<file path="config.mk">
export PLATFORM = sky130hd
export DESIGN_NAME = ram_arbiter_flat
export DESIGN_NICKNAME = d
export VERILOG_FILES = /design/src/rtl/cpu_pkg.sv /design/src/rtl/ram_arbiter_if.sv /design/src/rtl/ram_arbiter_arb_pick.sv /design/src/rtl/ram_arbiter.sv /design/src/flat_wrapper.sv
export SDC_FILE = /design/constraint.sdc
export NUM_CORES = 1
export LEC_CHECK = 0
export BUFFER_PORTS_ARGS = -buffer_cell sky130_fd_sc_hd__buf_2
export CELL_PAD_IN_SITES_DETAIL_PLACEMENT = 0
export CELL_PAD_IN_SITES_GLOBAL_PLACEMENT = 1
export CORE_UTILIZATION = 36
export DETAILED_ROUTE_END_ITERATION = 6
export PLACE_DENSITY = 0.88
export SYNTH_ARGS = -nofsm -noshare
export SYNTH_HDL_FRONTEND = slang
export SYNTH_SLANG_ARGS = --single-unit
export TNS_END_PERCENT = 30
</file>
<file path="constraint.sdc">
create_clock -name clk -period 1.65 [get_ports clk]
set_clock_uncertainty 0.2 [all_clocks]
set_input_delay 0.2475 -clock clk [delete_from_list [all_inputs] [get_ports clk]]
set_output_delay 0.2475 -clock clk [all_outputs]
set_load 0.03 [all_outputs]
</file>
<file path="src/rtl/cpu_pkg.sv">
// Shared CPU-subsystem types: arbiter FSM states, requester identities and
// the default RAM geometry used by the MAR, RAM, controller and arbiter.
package cpu_pkg;

    localparam int CPU_ADDR_W = 4;
    localparam int CPU_DATA_W = 8;

    typedef enum logic [1:0] {
        IDLE,
        ISSUE,
        DATA
    } arb_state_e;

    typedef enum logic {
        REQ_CPU  = 1'b0,
        REQ_PROG = 1'b1
    } req_id_e;

endpackage

</file>
<file path="src/rtl/ram_arbiter_if.sv">
// Bus bundle between the requesters (CPU, loader), the RAM and the arbiter.
// The arbiter uses the slave view; the surrounding system uses the master view.
interface ram_arbiter_if
    import cpu_pkg::*;
#(
    parameter int ADDR_W = CPU_ADDR_W,
    parameter int DATA_W = CPU_DATA_W
);

    logic              cpu_req;
    logic [ADDR_W-1:0] cpu_addr;
    logic [DATA_W-1:0] cpu_rdata;
    logic              cpu_ack;
    logic              cpu_stall;

    logic              prog_req;
    logic              prog_we;
    logic [ADDR_W-1:0] prog_addr;
    logic [DATA_W-1:0] prog_wdata;
    logic [DATA_W-1:0] prog_rdata;
    logic              prog_ack;

    logic [ADDR_W-1:0] ram_addr;
    logic              ram_we;
    logic [DATA_W-1:0] ram_wdata;
    logic [DATA_W-1:0] ram_rdata;

    modport slave (
        input  cpu_req, cpu_addr,
        input  prog_req, prog_we, prog_addr, prog_wdata,
        input  ram_rdata,
        output cpu_rdata, cpu_ack, cpu_stall,
        output prog_rdata, prog_ack,
        output ram_addr, ram_we, ram_wdata
    );

    modport master (
        output cpu_req, cpu_addr,
        output prog_req, prog_we, prog_addr, prog_wdata,
        output ram_rdata,
        input  cpu_rdata, cpu_ack, cpu_stall,
        input  prog_rdata, prog_ack,
        input  ram_addr, ram_we, ram_wdata
    );

endinterface

</file>
<file path="src/rtl/ram_arbiter_arb_pick.sv">
// Tie-break between eligible CPU and loader requests.
// RAM_ARB_RR_EN selects round-robin on last_grant; otherwise the CPU wins ties.
module arb_pick
    import cpu_pkg::*;
(
    input  logic    cpu_req_i,
    input  logic    prog_req_i,
`ifdef RAM_ARB_RR_EN
    input  req_id_e last_grant_i,
`endif
    output logic    valid_o,
    output req_id_e winner_o
);

    // NOTE: every output gets a default before the branches so no latch is inferred.
    always_comb begin
        valid_o  = cpu_req_i | prog_req_i;
        winner_o = REQ_CPU;
        if (cpu_req_i && prog_req_i) begin
`ifdef RAM_ARB_RR_EN
            winner_o = (last_grant_i == REQ_CPU) ? REQ_PROG : REQ_CPU;
`else
            winner_o = REQ_CPU;
`endif
        end else if (prog_req_i) begin
            winner_o = REQ_PROG;
        end
    end

endmodule

</file>
<file path="src/rtl/ram_arbiter.sv">
// Shares the 16x8 RAM between CPU reads and loader reads/writes; one access per
// 3 cycles, non-preemptive. RAM_ARB_RR_EN enables round-robin tie-break.
module ram_arbiter
    import cpu_pkg::*;
#(
    parameter int ADDR_W = CPU_ADDR_W,
    parameter int DATA_W = CPU_DATA_W
) (
    input  logic          clk,
    input  logic          rst,
    ram_arbiter_if.slave  bus
);

    arb_state_e        state_q, state_d;
    req_id_e           winner_q, winner_d;
    logic [ADDR_W-1:0] ram_addr_q, ram_addr_d;
    logic              ram_we_q, ram_we_d;
    logic [DATA_W-1:0] ram_wdata_q, ram_wdata_d;
    logic [DATA_W-1:0] cpu_rdata_q, cpu_rdata_d;
    logic [DATA_W-1:0] prog_rdata_q, prog_rdata_d;
    logic              cpu_ack_q, cpu_ack_d;
    logic              prog_ack_q, prog_ack_d;

    logic              cpu_elig, prog_elig;
    logic              pick_valid;
    req_id_e           pick_winner;

    // A requester still holding req during its own ack cycle sits out one cycle.
    assign cpu_elig  = bus.cpu_req  & ~cpu_ack_q;
    assign prog_elig = bus.prog_req & ~prog_ack_q;

`ifdef RAM_ARB_RR_EN
    req_id_e last_grant_q, last_grant_d;

    arb_pick u_pick (
        .cpu_req_i    (cpu_elig),
        .prog_req_i   (prog_elig),
        .last_grant_i (last_grant_q),
        .valid_o      (pick_valid),
        .winner_o     (pick_winner)
    );

    always_comb begin
        last_grant_d = last_grant_q;
        if (state_q == IDLE && pick_valid) last_grant_d = pick_winner;
    end

    always_ff @(posedge clk or posedge rst) begin
        if (rst) last_grant_q <= REQ_PROG;
        else     last_grant_q <= last_grant_d;
    end
`else
    arb_pick u_pick (
        .cpu_req_i  (cpu_elig),
        .prog_req_i (prog_elig),
        .valid_o    (pick_valid),
        .winner_o   (pick_winner)
    );
`endif

    // NOTE: sequential state uses non-blocking assignments so all registers update together.
    always_ff @(posedge clk or posedge rst) begin
        if (rst) begin
            state_q      <= IDLE;
            winner_q     <= REQ_CPU;
            ram_addr_q   <= '0;
            ram_we_q     <= 1'b0;
            ram_wdata_q  <= '0;
            cpu_rdata_q  <= '0;
            prog_rdata_q <= '0;
            cpu_ack_q    <= 1'b0;
            prog_ack_q   <= 1'b0;
        end else begin
            state_q      <= state_d;
            winner_q     <= winner_d;
            ram_addr_q   <= ram_addr_d;
            ram_we_q     <= ram_we_d;
            ram_wdata_q  <= ram_wdata_d;
            cpu_rdata_q  <= cpu_rdata_d;
            prog_rdata_q <= prog_rdata_d;
            cpu_ack_q    <= cpu_ack_d;
            prog_ack_q   <= prog_ack_d;
        end
    end

    always_comb begin
        state_d  = state_q;
        winner_d = winner_q;
        unique case (state_q)
            IDLE: begin
                if (pick_valid) begin
                    state_d  = ISSUE;
                    winner_d = pick_winner;
                end
            end
            ISSUE:   state_d = DATA;
            DATA:    state_d = IDLE;
            default: state_d = IDLE;
        endcase
    end

    always_comb begin
        ram_addr_d   = ram_addr_q;
        ram_we_d     = ram_we_q;
        ram_wdata_d  = ram_wdata_q;
        cpu_rdata_d  = cpu_rdata_q;
        prog_rdata_d = prog_rdata_q;
        cpu_ack_d    = 1'b0;
        prog_ack_d   = 1'b0;
        unique case (state_q)
            IDLE: begin
                if (pick_valid) begin
                    if (pick_winner == REQ_PROG) begin
                        ram_addr_d  = bus.prog_addr;
                        ram_we_d    = bus.prog_we;
                        ram_wdata_d = bus.prog_wdata;
                    end else begin
                        ram_addr_d  = bus.cpu_addr;
                        ram_we_d    = 1'b0;
                        ram_wdata_d = '0;
                    end
                end
            end
            ISSUE: ram_we_d = 1'b0;
            DATA: begin
                if (winner_q == REQ_CPU) begin
                    cpu_rdata_d = bus.ram_rdata;
                    cpu_ack_d   = 1'b1;
                end else begin
                    prog_rdata_d = bus.ram_rdata;
                    prog_ack_d   = 1'b1;
                end
            end
            default: ;
        endcase
    end

    assign bus.ram_addr   = ram_addr_q;
    assign bus.ram_we     = ram_we_q;
    assign bus.ram_wdata  = ram_wdata_q;
    assign bus.cpu_rdata  = cpu_rdata_q;
    assign bus.cpu_ack    = cpu_ack_q;
    assign bus.prog_rdata = prog_rdata_q;
    assign bus.prog_ack   = prog_ack_q;
    assign bus.cpu_stall  = bus.cpu_req & ~cpu_ack_q;

endmodule

</file>
<file path="src/flat_wrapper.sv">
// flat-port wrapper written by rule: the top's interface ports become plain ports
module ram_arbiter_flat import cpu_pkg::*;
#(
    parameter int ADDR_W = CPU_ADDR_W,
    parameter int DATA_W = CPU_DATA_W
)
  (clk, rst, bus_cpu_req, bus_cpu_addr, bus_prog_req, bus_prog_we, bus_prog_addr, bus_prog_wdata, bus_ram_rdata, bus_cpu_rdata, bus_cpu_ack, bus_cpu_stall, bus_prog_rdata, bus_prog_ack, bus_ram_addr, bus_ram_we, bus_ram_wdata);
  ram_arbiter_if #(.ADDR_W(ADDR_W), .DATA_W(DATA_W)) bus_i ();
  input  logic clk;
  input  logic rst;
  input wire logic [$bits(bus_i.cpu_req)-1:0] bus_cpu_req;
  input wire logic [$bits(bus_i.cpu_addr)-1:0] bus_cpu_addr;
  input wire logic [$bits(bus_i.prog_req)-1:0] bus_prog_req;
  input wire logic [$bits(bus_i.prog_we)-1:0] bus_prog_we;
  input wire logic [$bits(bus_i.prog_addr)-1:0] bus_prog_addr;
  input wire logic [$bits(bus_i.prog_wdata)-1:0] bus_prog_wdata;
  input wire logic [$bits(bus_i.ram_rdata)-1:0] bus_ram_rdata;
  output wire logic [$bits(bus_i.cpu_rdata)-1:0] bus_cpu_rdata;
  output wire logic [$bits(bus_i.cpu_ack)-1:0] bus_cpu_ack;
  output wire logic [$bits(bus_i.cpu_stall)-1:0] bus_cpu_stall;
  output wire logic [$bits(bus_i.prog_rdata)-1:0] bus_prog_rdata;
  output wire logic [$bits(bus_i.prog_ack)-1:0] bus_prog_ack;
  output wire logic [$bits(bus_i.ram_addr)-1:0] bus_ram_addr;
  output wire logic [$bits(bus_i.ram_we)-1:0] bus_ram_we;
  output wire logic [$bits(bus_i.ram_wdata)-1:0] bus_ram_wdata;
  assign bus_i.cpu_req = bus_cpu_req;
  assign bus_i.cpu_addr = bus_cpu_addr;
  assign bus_i.prog_req = bus_prog_req;
  assign bus_i.prog_we = bus_prog_we;
  assign bus_i.prog_addr = bus_prog_addr;
  assign bus_i.prog_wdata = bus_prog_wdata;
  assign bus_i.ram_rdata = bus_ram_rdata;
  assign bus_cpu_rdata = bus_i.cpu_rdata;
  assign bus_cpu_ack = bus_i.cpu_ack;
  assign bus_cpu_stall = bus_i.cpu_stall;
  assign bus_prog_rdata = bus_i.prog_rdata;
  assign bus_prog_ack = bus_i.prog_ack;
  assign bus_ram_addr = bus_i.ram_addr;
  assign bus_ram_we = bus_i.ram_we;
  assign bus_ram_wdata = bus_i.ram_wdata;
  ram_arbiter #(.ADDR_W(ADDR_W), .DATA_W(DATA_W)) u_core (.clk(clk), .rst(rst), .bus(bus_i));
endmodule
</file>
==> results_dict.tcl, run 1 <==
set metrics [dict create \
    status "complete, no violations" \
    final_nets 186 \
    syn_area_per_cell_sq_um 15.7 \
    insertion_delay_ps 280 \
    grt_pass1_vias 965 \
    core-area_sq_mm 0.00347 \
    max_stage_delay_ps 460 \
    finalSetupTns_ps 0 \
    period_needed_ps 1550 \
    numPortBuffers 60 \
    yosysTopAreaCellShare 0.630 \
    grt_max_degree 35 \
    cts_buffers 5 \
    worstPathMaxFanout 9 \
    worstMarginPinSlew_ps 419 \
    initial_core_util 0.389 \
    dp_hpwl_mm 2.04 \
    seq_area_frac_synth 0.630 \
    clockBufferDepth 2 \
    dieArea_sq_mm 0.00400 \
    synth_cell_types 19 \
    rows 21 \
    hold_viol_final 0 \
    crit_chain "nor4b_2 -> nand2_1 -> o221a_2" \
    cts-root-buf "clkbuf_8" \
    synth_area_sq_mm 0.00135 \
    first_pass_iters 4 \
    critPathLaunchType "flip-flop" \
    max_freq_mhz 644 \
    syn_nets 115 \
    ir_drop_uv 928 \
    drc_errors 0 \
    cap_violations 0 \
    crit_path_end_kind "flip-flop" \
    power.leakage_nw 0.927 \
    die_width_um 63.2 \
    die_h_um 63.2 \
    slew_headroom 0.720 \
    critPathTopFamily "simple AND/OR/NAND/NOR gates" \
    slew_violations 0 \
    final_util 0.525 \
    syn-instance-count 86 \
    detail-route-antenna-nets 0 \
    setup_viol 0 \
    pin_count 61 \
    cts_tree "done" \
    clock_sinks 34 \
    diodes 0 \
    wl_per_cell_um 14.0 \
    clk_pin_slew_ps 60 \
    place_congestion 0.761 \
    path_buf_inv 0 \
    final_common_cell "buf_2" \
    arrival_ps 1520 \
    grt_overflow 0 \
    fin_crit_sh 0.941 \
    slowest_stage "dfrtp_1" \
    hold_class "input port to flip-flop" \
    grt_usage 0.155 \
    vias 975 \
    viasPerCell 4.80 \
    antenna_found_initial 0 \
    area_growth_pct 34.8 \
    ys_ff_latch 34 \
    grt_setup_unrepaired "true" \
    most-common-layout-cells "60 x buf_2, 33 x dfrtp_1, 16 x mux2_2" \
    drive_above_1_share 0.669 \
    wirelength_mm 2.85 \
    drtIter0Drc 92 \
    synth_warnings 0 \
    p_per_area_mw_per_mm2 2180 \
    critical_path_class "flip-flop to flip-flop" \
    yosys.area.top_type "dfrtp_1" \
    grt_pass1_wl_mm 4.60 \
    critPathRequiredTime_ps 1610 \
    postCtsSetupRepairBufs 0 \
    h-tree-depth 2 \
    synth_area_leaders "dfrtp_1 63%, mux2_2 13%, a22o_2 6.7%" \
]
-- worst reg2reg max path, cell delays in order, from the launching register on --
cell	delay [ps]
dfrtp_1	460
nor4b_2	340
nand2_1	160
o221a_2	290
-- worst paths after layout --
check | start | end | slack [ps] | depth (start not counted)
worst max-delay path | u_core.state_q[0] | u_core.bus.ram_addr[1] | 100 | 3
worst min-delay path | bus_prog_wdata[7] | u_core.bus.ram_wdata[7] | 4 | 2
worst max register to register | u_core.state_q[0] | u_core.bus.ram_addr[1] | 100 | 3
worst min register to register | u_core.bus.prog_rdata[2] | u_core.bus.prog_rdata[2] | 300 | 1
max in group asynchronous | rst | u_core.state_q[1] | 530 | 4
min in group asynchronous | rst | u_core.bus.prog_rdata[4] | 390 | 4
-- layer usage --
| layer | routed length (um) | GRT usage | share of wire | up-vias |
|---|---|---|---|---|
| met5 | 0 | 0 | 0 | - |
| met4 | 51 | 0.0682 | 0.018 | 0 |
| met3 | 199 | 0.0562 | 0.070 | 5 |
| met2 | 1420 | 0.249 | 0.50 | 41 |
| met1 | 1180 | 0.185 | 0.41 | 473 |
| li1 | - | - | - | 456 |
-- cells in the mapped netlist, drive strengths merged --
cell type   n
o221a       4
dfrtp      34
buf         4
and2        1
nand2b      2
nand2       1
nor4b       1
and2b       1
mux2       16
nor3b       1
nor2b       1
inv         4
a22o        9
or4         4
nand3b      1
a21o        1
a211o       1
-- power breakdown --
part / total, mW / internal [mW] / switching, mW
logic: 1.94 / 0.755 / 1.18
clock network: 0.550 / 0.290 / 0.260
registers: 1.49 / 1.24 / 0.251
total: 3.97 / 2.28 / 1.69
-- kinds of logic after synthesis --
kind of cell / count (synthesis) / synth area share
AO/OA/AOI/OAI: 15 / 0.114
buffers and inverters: 8 / 0.0417
flip-flops: 34 / 0.630
multiplexers: 16 / 0.133
AND/OR/NAND/NOR: 13 / 0.0806
-- flip-flops by register name, summed over array words and instances, names as in the netlist --
name and cells:
u_core.winner_q 1, u_core.bus.ram_addr 4, u_core.bus.ram_we 1, u_core.bus.cpu_ack 1
u_core.bus.prog_ack 1, u_core.bus.ram_wdata 8, u_core.bus.prog_rdata 8, u_core.state_q 2
u_core.bus.cpu_rdata 8
-- timing repair --
item | 4_1_cts | 5_1_grt
setup endpoints to repair | 8 | 21
gates resized for setup | 1 | 2
endpoints found under the hold margin | 39 | 0
hold buffers | 6 | 0
-- per-stage QoR --
step	instances	hold WS [ps]	power, mW	area, sq um	setup WS, ps
finish	203	4.48	3.97	1820	97.7
global route	203	5.12	4.20	1820	-22.8
CTS	203	0.903	4.02	1820	59.2
detailed placement	190	164	3.44	1680	3.35
global placement	190	147	3.38	1680	42.9
floorplan	86	189	2.94	1350	0.0947
-- layout make-up --
class,count,area (sq um)
multi-input cells,44,444
well taps,46,57.6
flip-flops and latches,34,852
fillers,322,1650
clock buffers,7,76.3
inverters,4,15.0
repair buffers,68,375
Note: power is estimated with default switching activity, not from simulation.
==> run 2, diff against run 1 <==
--- a/config.mk
+++ b/config.mk
@@ -5,12 +5,12 @@
 export SDC_FILE = /design/constraint.sdc
 export NUM_CORES = 1
 export LEC_CHECK = 0
-export BUFFER_PORTS_ARGS = -buffer_cell sky130_fd_sc_hd__buf_2
+export BUFFER_PORTS_ARGS = -buffer_cell sky130_fd_sc_hd__buf_4
 export CELL_PAD_IN_SITES_DETAIL_PLACEMENT = 0
 export CELL_PAD_IN_SITES_GLOBAL_PLACEMENT = 1
-export CORE_UTILIZATION = 36
+export CORE_UTILIZATION = 38
 export DETAILED_ROUTE_END_ITERATION = 6
-export PLACE_DENSITY = 0.88
+export PLACE_DENSITY = 0.92
 export SYNTH_ARGS = -nofsm -noshare
 export SYNTH_HDL_FRONTEND = slang
 export SYNTH_SLANG_ARGS = --single-unit
==> constraint.sdc (replaced) <==
create_clock -name clk -period 1.8 [get_ports clk]
set_clock_uncertainty 0.2 [all_clocks]
set_input_delay 0.27 -clock clk [delete_from_list [all_inputs] [get_ports clk]]
set_output_delay 0.27 -clock clk [all_outputs]
set_load 0.03 [all_outputs]
==> run 2 against run 1 <==
Effect of this change:
- clock power rose by 3%
- worst setup slack better by 66 ps
- critical path depth did not move
- worst hold slack gained 20 ps
- wire length is 5.7% higher
- via count is 4.4% higher
- sequential power shrank 8%
- critical endpoint is now u_core.bus.cpu_rdata[3]
==> results_dict.tcl, run 2 (synthesis gave the netlist of run 1 again) <==
set metrics [dict create \
    slew_headroom 0.721 \
    grt_overflow 0 \
    critPathRequiredTime_ps 1810 \
    die_width_um 61.6 \
    pin_count 61 \
    postCtsSetupRepairBufs 0 \
    finalSetupTns_ps 0 \
    initial_core_util 0.401 \
    final_common_cell "buf_4" \
    crit_start "u_core.state_q[1]" \
    drtIter0Drc 34 \
    stdcell_area_sq_mm 0.00209 \
    final_nets 198 \
    critPathTopFamily "flip-flops" \
    viasPerCell 4.73 \
    rrSetupSlack_ps 160 \
    slowest_stage "dfrtp_1" \
    fin_crit_sh 0.909 \
    detail-route-antenna-nets 0 \
    insertion_delay_ps 320 \
    most-common-layout-cells "62 x buf_4, 34 x dfrtp_1, 18 x dlygate4sd3_1" \
    ir_drop_uv 1200 \
    hp-start "bus_prog_addr[1]" \
    antenna_found_initial 0 \
    slew_violations 0 \
    first_pass_iters 4 \
    place_congestion 0.738 \
    numPortBuffers 60 \
    critPathLaunchType "flip-flop" \
    cts_tree "done" \
    grt_max_degree 35 \
    arrival_ps 1650 \
    clk_pin_slew_ps 100 \
    crit_chain "nor3b_1 -> buf_4 -> mux2_2" \
    post_dp_cell_area_sq_mm 0.00183 \
    multi_input_area_sq_um 444 \
    ff2ff_path_depth 3 \
    p_per_area_mw_per_mm2 1890 \
    area_growth_pct 55.1 \
    drive_above_1_share 0.621 \
    final-seq-area_sq_um 851 \
    wirelength_mm 3.01 \
    power.leakage_nw 1.03 \
    dp_hpwl_mm 2.08 \
    rows 21 \
    drc_errors 0 \
    vias 1018 \
    worstMarginPinSlew_ps 419 \
    core-area_sq_mm 0.00336 \
    dieArea_sq_mm 0.00380 \
    period_needed_ps 1640 \
    reg2reg_to "u_core.bus.cpu_rdata[3]" \
    clockBufferDepth 2 \
    max_stage_delay_ps 510 \
    diodes 0 \
    path_buf_inv 1 \
    setup_viol 0 \
    worstPathMaxFanout 9 \
    h-tree-depth 2 \
    grt_setup_unrepaired "false" \
    clock_sinks 34 \
    min_to "u_core.bus.ram_addr[1]" \
    hold_class "input port to flip-flop" \
    cts-root-buf "clkbuf_4" \
    crit_path_end_kind "flip-flop" \
    wl_per_cell_um 14.0 \
    die_h_um 61.6 \
    max_freq_mhz 611 \
    fill_cells 287 \
    cap_violations 0 \
    cts_buffers 5 \
    grt_pass1_wl_mm 4.51 \
    r2r-start "u_core.state_q[1]" \
    grt_usage 0.168 \
    grt_pass1_vias 1017 \
    whs_path_depth 2 \
    hold_viol_final 0 \
    critical_path_class "flip-flop to flip-flop" \
    status "complete, no violations" \
]
[run 2: changes by cell type in the layout (fill, tap and decap cells not counted)]
cell | previous run | this run
bufinv_16 | 0 | 1
dlygate4sd3_1 | 6 | 18
inv_2 | 1 | 0
clkbuf_1 | 2 | 0
dfrtp_1 | 33 | 34
buf_2 | 60 | 0
buf_4 | 2 | 62
clkbuf_4 | 0 | 5
dfrtp_2 | 1 | 0
clkbuf_8 | 5 | 1
inv_1 | 3 | 4
[run 2: final cells by class]
type	instances	share of cell area
Sequential cell	34	0.406
Timing Repair Buffer	80	0.308
Multi-Input combinational cell	44	0.212
Tap cell	46	0.0275
Clock buffer	6	0.0245
Clock inverter	1	0.0143
Inverter	4	0.00717
[run 2: worst max path at each step]
stage,end,slack [ps],cells after the start
CTS,u_core.bus.ram_wdata[7],120,3
finish,u_core.bus.cpu_rdata[3],160,3
detailed placement,u_core.bus.ram_wdata[7],160,3
global route,u_core.bus.ram_addr[0],80,3
floorplan,u_core.bus.ram_wdata[0],150,4
global placement,u_core.bus.ram_wdata[0],210,3
[run 2: power breakdown]
group / internal, mW / switching [mW] / total [mW] / leakage [nW]
combinational: 0.912 / 1.11 / 2.02 / 0.570
clock: 0.323 / 0.241 / 0.564 / 0.0443
sequential: 1.13 / 0.244 / 1.37 / 0.416
total: 2.36 / 1.59 / 3.96 / 1.03
[run 2: repair_timing]
action / 4_1_cts / 5_1_grt
gates resized for setup: 0 / 1
hold endpoints to repair: 59 / 0
endpoints found under the setup margin: 0 / 9
hold buffers: 18 / 0
[run 2: metrics by stage]
stage	cells	hold slack (ps)	power (mW)	setup slack (ps)	util
after detailed placement	190	195	3.38	158	0.545
final	215	24.5	3.96	164	0.623
after global placement	190	181	3.32	210	0.545
after floorplan	86	212	2.70	150	-
after global routing	215	18.6	4.17	80.9	0.623
after CTS	215	17.4	3.98	123	0.622
[run 2: worst register-to-register path: cells and delay by family (launching register included)]
family	cells	cell delay (ps)
and+or+nand+nor	1	240
buffers and inverters	1	220
DFF	1	510
muxes	1	360
[run 2: metal layers]
layer  up-vias  global-route usage  share of wire
met4         0              0.0667          0.011
met5         -                   0              0
met1       493               0.208           0.42
met2        41               0.269           0.49
met3         5              0.0588          0.078
li1        479                   -              -
==> run 3, diff against run 2 <==
--- a/config.mk
+++ b/config.mk
@@ -10,7 +10,7 @@
 export CELL_PAD_IN_SITES_GLOBAL_PLACEMENT = 1
 export CORE_UTILIZATION = 38
 export DETAILED_ROUTE_END_ITERATION = 6
-export PLACE_DENSITY = 0.92
+export PLACE_DENSITY_LB_ADDON = 0.15
 export SYNTH_ARGS = -nofsm -noshare
 export SYNTH_HDL_FRONTEND = slang
 export SYNTH_SLANG_ARGS = --single-unit
==> run 3 against run 2 <==
Effect of this change:
- clock-buffer cell count is 1 higher
- largest power group unchanged
- first-iteration DRC count is 12% lower
- sequential cell count stayed put
- largest cell class unchanged
==> results_dict.tcl, run 3 (synthesis gave the netlist of run 1 again) <==
set metrics [dict create \
    status "complete, no violations" \
    hold_viol_final 0 \
    wirelength_mm 2.81 \
    h-tree-depth 2 \
    whs_path_depth 2 \
    rows 21 \
    final_nets 201 \
    insertion_delay_ps 330 \
    cts-root-buf "clkbuf_4" \
    critical_path_class "flip-flop to flip-flop" \
    cts_buffers 5 \
    power_mw 3.79 \
    grt_max_degree 35 \
    drive_above_1_share 0.607 \
    max_stage_delay_ps 430 \
    die_h_um 61.6 \
    fin_crit_sh 0.888 \
    grt_setup_unrepaired "false" \
    crit_chain "nand2b_1 -> a211o_2 -> inv_1 -> o221a_2" \
    hold_ws_ps 20.8 \
    die_width_um 61.6 \
    drtIter0Drc 30 \
    arrival_ps 1670 \
    ff2ff_path_depth 4 \
    initial_core_util 0.401 \
    clockBufferDepth 2 \
    worstMarginPinSlew_ps 423 \
    core-area_sq_mm 0.00336 \
    area_growth_pct 55.8 \
    ir_drop_uv 873 \
    slew_headroom 0.718 \
    grt_pass1_wl_mm 4.20 \
    worstPathMaxFanout 11 \
    critPathLaunchType "flip-flop" \
    most-common-layout-cells "62 x buf_4, 34 x dfrtp_1, 21 x dlygate4sd3_1" \
    antenna_found_initial 0 \
    grt_overflow 0 \
    period_needed_ps 1600 \
    diodes 0 \
    drc_errors 0 \
    first_pass_iters 4 \
    final_common_cell "buf_4" \
    cts_tree "done" \
    critPathTopFamily "compound AO/OA/AOI/OAI gates" \
    fill_cells 300 \
    setup_viol 0 \
    max_freq_mhz 626 \
    place_congestion 0.686 \
    clock_sinks 34 \
    hold_class "input port to flip-flop" \
    dieArea_sq_mm 0.00380 \
    numPortBuffers 60 \
    vias 1023 \
    slew_violations 0 \
    postCtsSetupRepairBufs 0 \
    pin_count 61 \
    detail-route-antenna-nets 0 \
    dp_hpwl_mm 1.89 \
    critPathRequiredTime_ps 1870 \
    clk_pin_slew_ps 100 \
    grt_usage 0.158 \
    power.leakage_nw 1.03 \
    viasPerCell 4.67 \
    p_per_area_mw_per_mm2 1800 \
    cap_violations 0 \
    grt_pass1_vias 950 \
    crit_path_end_kind "flip-flop" \
    wl_per_cell_um 12.8 \
    path_depth 4 \
    slowest_stage "a211o_2" \
    path_buf_inv 1 \
    finalSetupTns_ps 0 \
]
==> run 3: cell count changes in the layout (fill, tap and decap cells not counted) <==
cell and change:
dlygate4sd3_1 +3, clkbuf_1 +1, clkinv_2 +1, bufinv_16 -1
==> run 3: report_power, final <==
| part | switching (mW) | leakage [nW] | internal, mW |
|---|---|---|---|
| clock | 0.241 | 0.0353 | 0.189 |
| sequential | 0.236 | 0.416 | 1.13 |
| combinational | 1.08 | 0.582 | 0.915 |
| total | 1.56 | 1.03 | 2.23 |
==> run 3: path summary, 6_finish.rpt <==
check | start | to | slack (ps)
hold reg to reg | u_core.bus.prog_rdata[6] | u_core.bus.prog_rdata[6] | 310
hold / removal | bus_prog_addr[1] | u_core.bus.ram_addr[1] | 20
max in group asynchronous | rst | u_core.bus.ram_addr[2] | 710
setup / recovery | u_core.bus.prog_ack | u_core.bus.ram_addr[2] | 200
setup reg to reg | u_core.bus.prog_ack | u_core.bus.ram_addr[2] | 200
min in group asynchronous | rst | u_core.bus.prog_rdata[5] | 370
==> run 3: worst register-to-register path: cells and delay by family (launching register included) <==
kind | cells | cell delay [ps]
compound gates | 2 | 630
buf+inv | 1 | 160
flops | 1 | 410
simple gates | 1 | 140
==> run 3: through the flow <==
step	setup slack, ps	instance area (sq um)	util	instances
global placement	180	1830	0.545	190
CTS	102	2090	0.622	218
global route	106	2100	0.625	219
detailed placement	124	1830	0.545	190
finish	202	2100	0.625	219
floorplan	150	1350	-	86
==> run 3: what timing repair did <==
action / 4_1_cts / 5_1_grt
endpoints found under the setup margin: 0 / 2
hold buffers: 20 / 1
endpoints found under the hold margin: 61 / 1
resized for setup: 0 / 1
==> run 3: area by class of cell <==
class / count / area [sq um] / area share
Clock inverter: 1 / 5.00 / 0.00238
Clock buffer: 7 / 55.1 / 0.0262
Timing Repair Buffer: 83 / 676 / 0.321
Multi-Input combinational cell: 44 / 444 / 0.211
Inverter: 4 / 15.0 / 0.00714
Tap cell: 46 / 57.6 / 0.0274
Sequential cell: 34 / 851 / 0.405
==> run 3: routing by layer <==
metal / routed length, um / global-route usage / part of all wire / up-vias
li1: - / - / - / 490
met2: 1420 / 0.260 / 0.50 / 36
met1: 1150 / 0.183 / 0.41 / 489
met4: 66 / 0.105 / 0.024 / 0
met5: 0 / 0 / 0 / -
met3: 181 / 0.0399 / 0.064 / 8
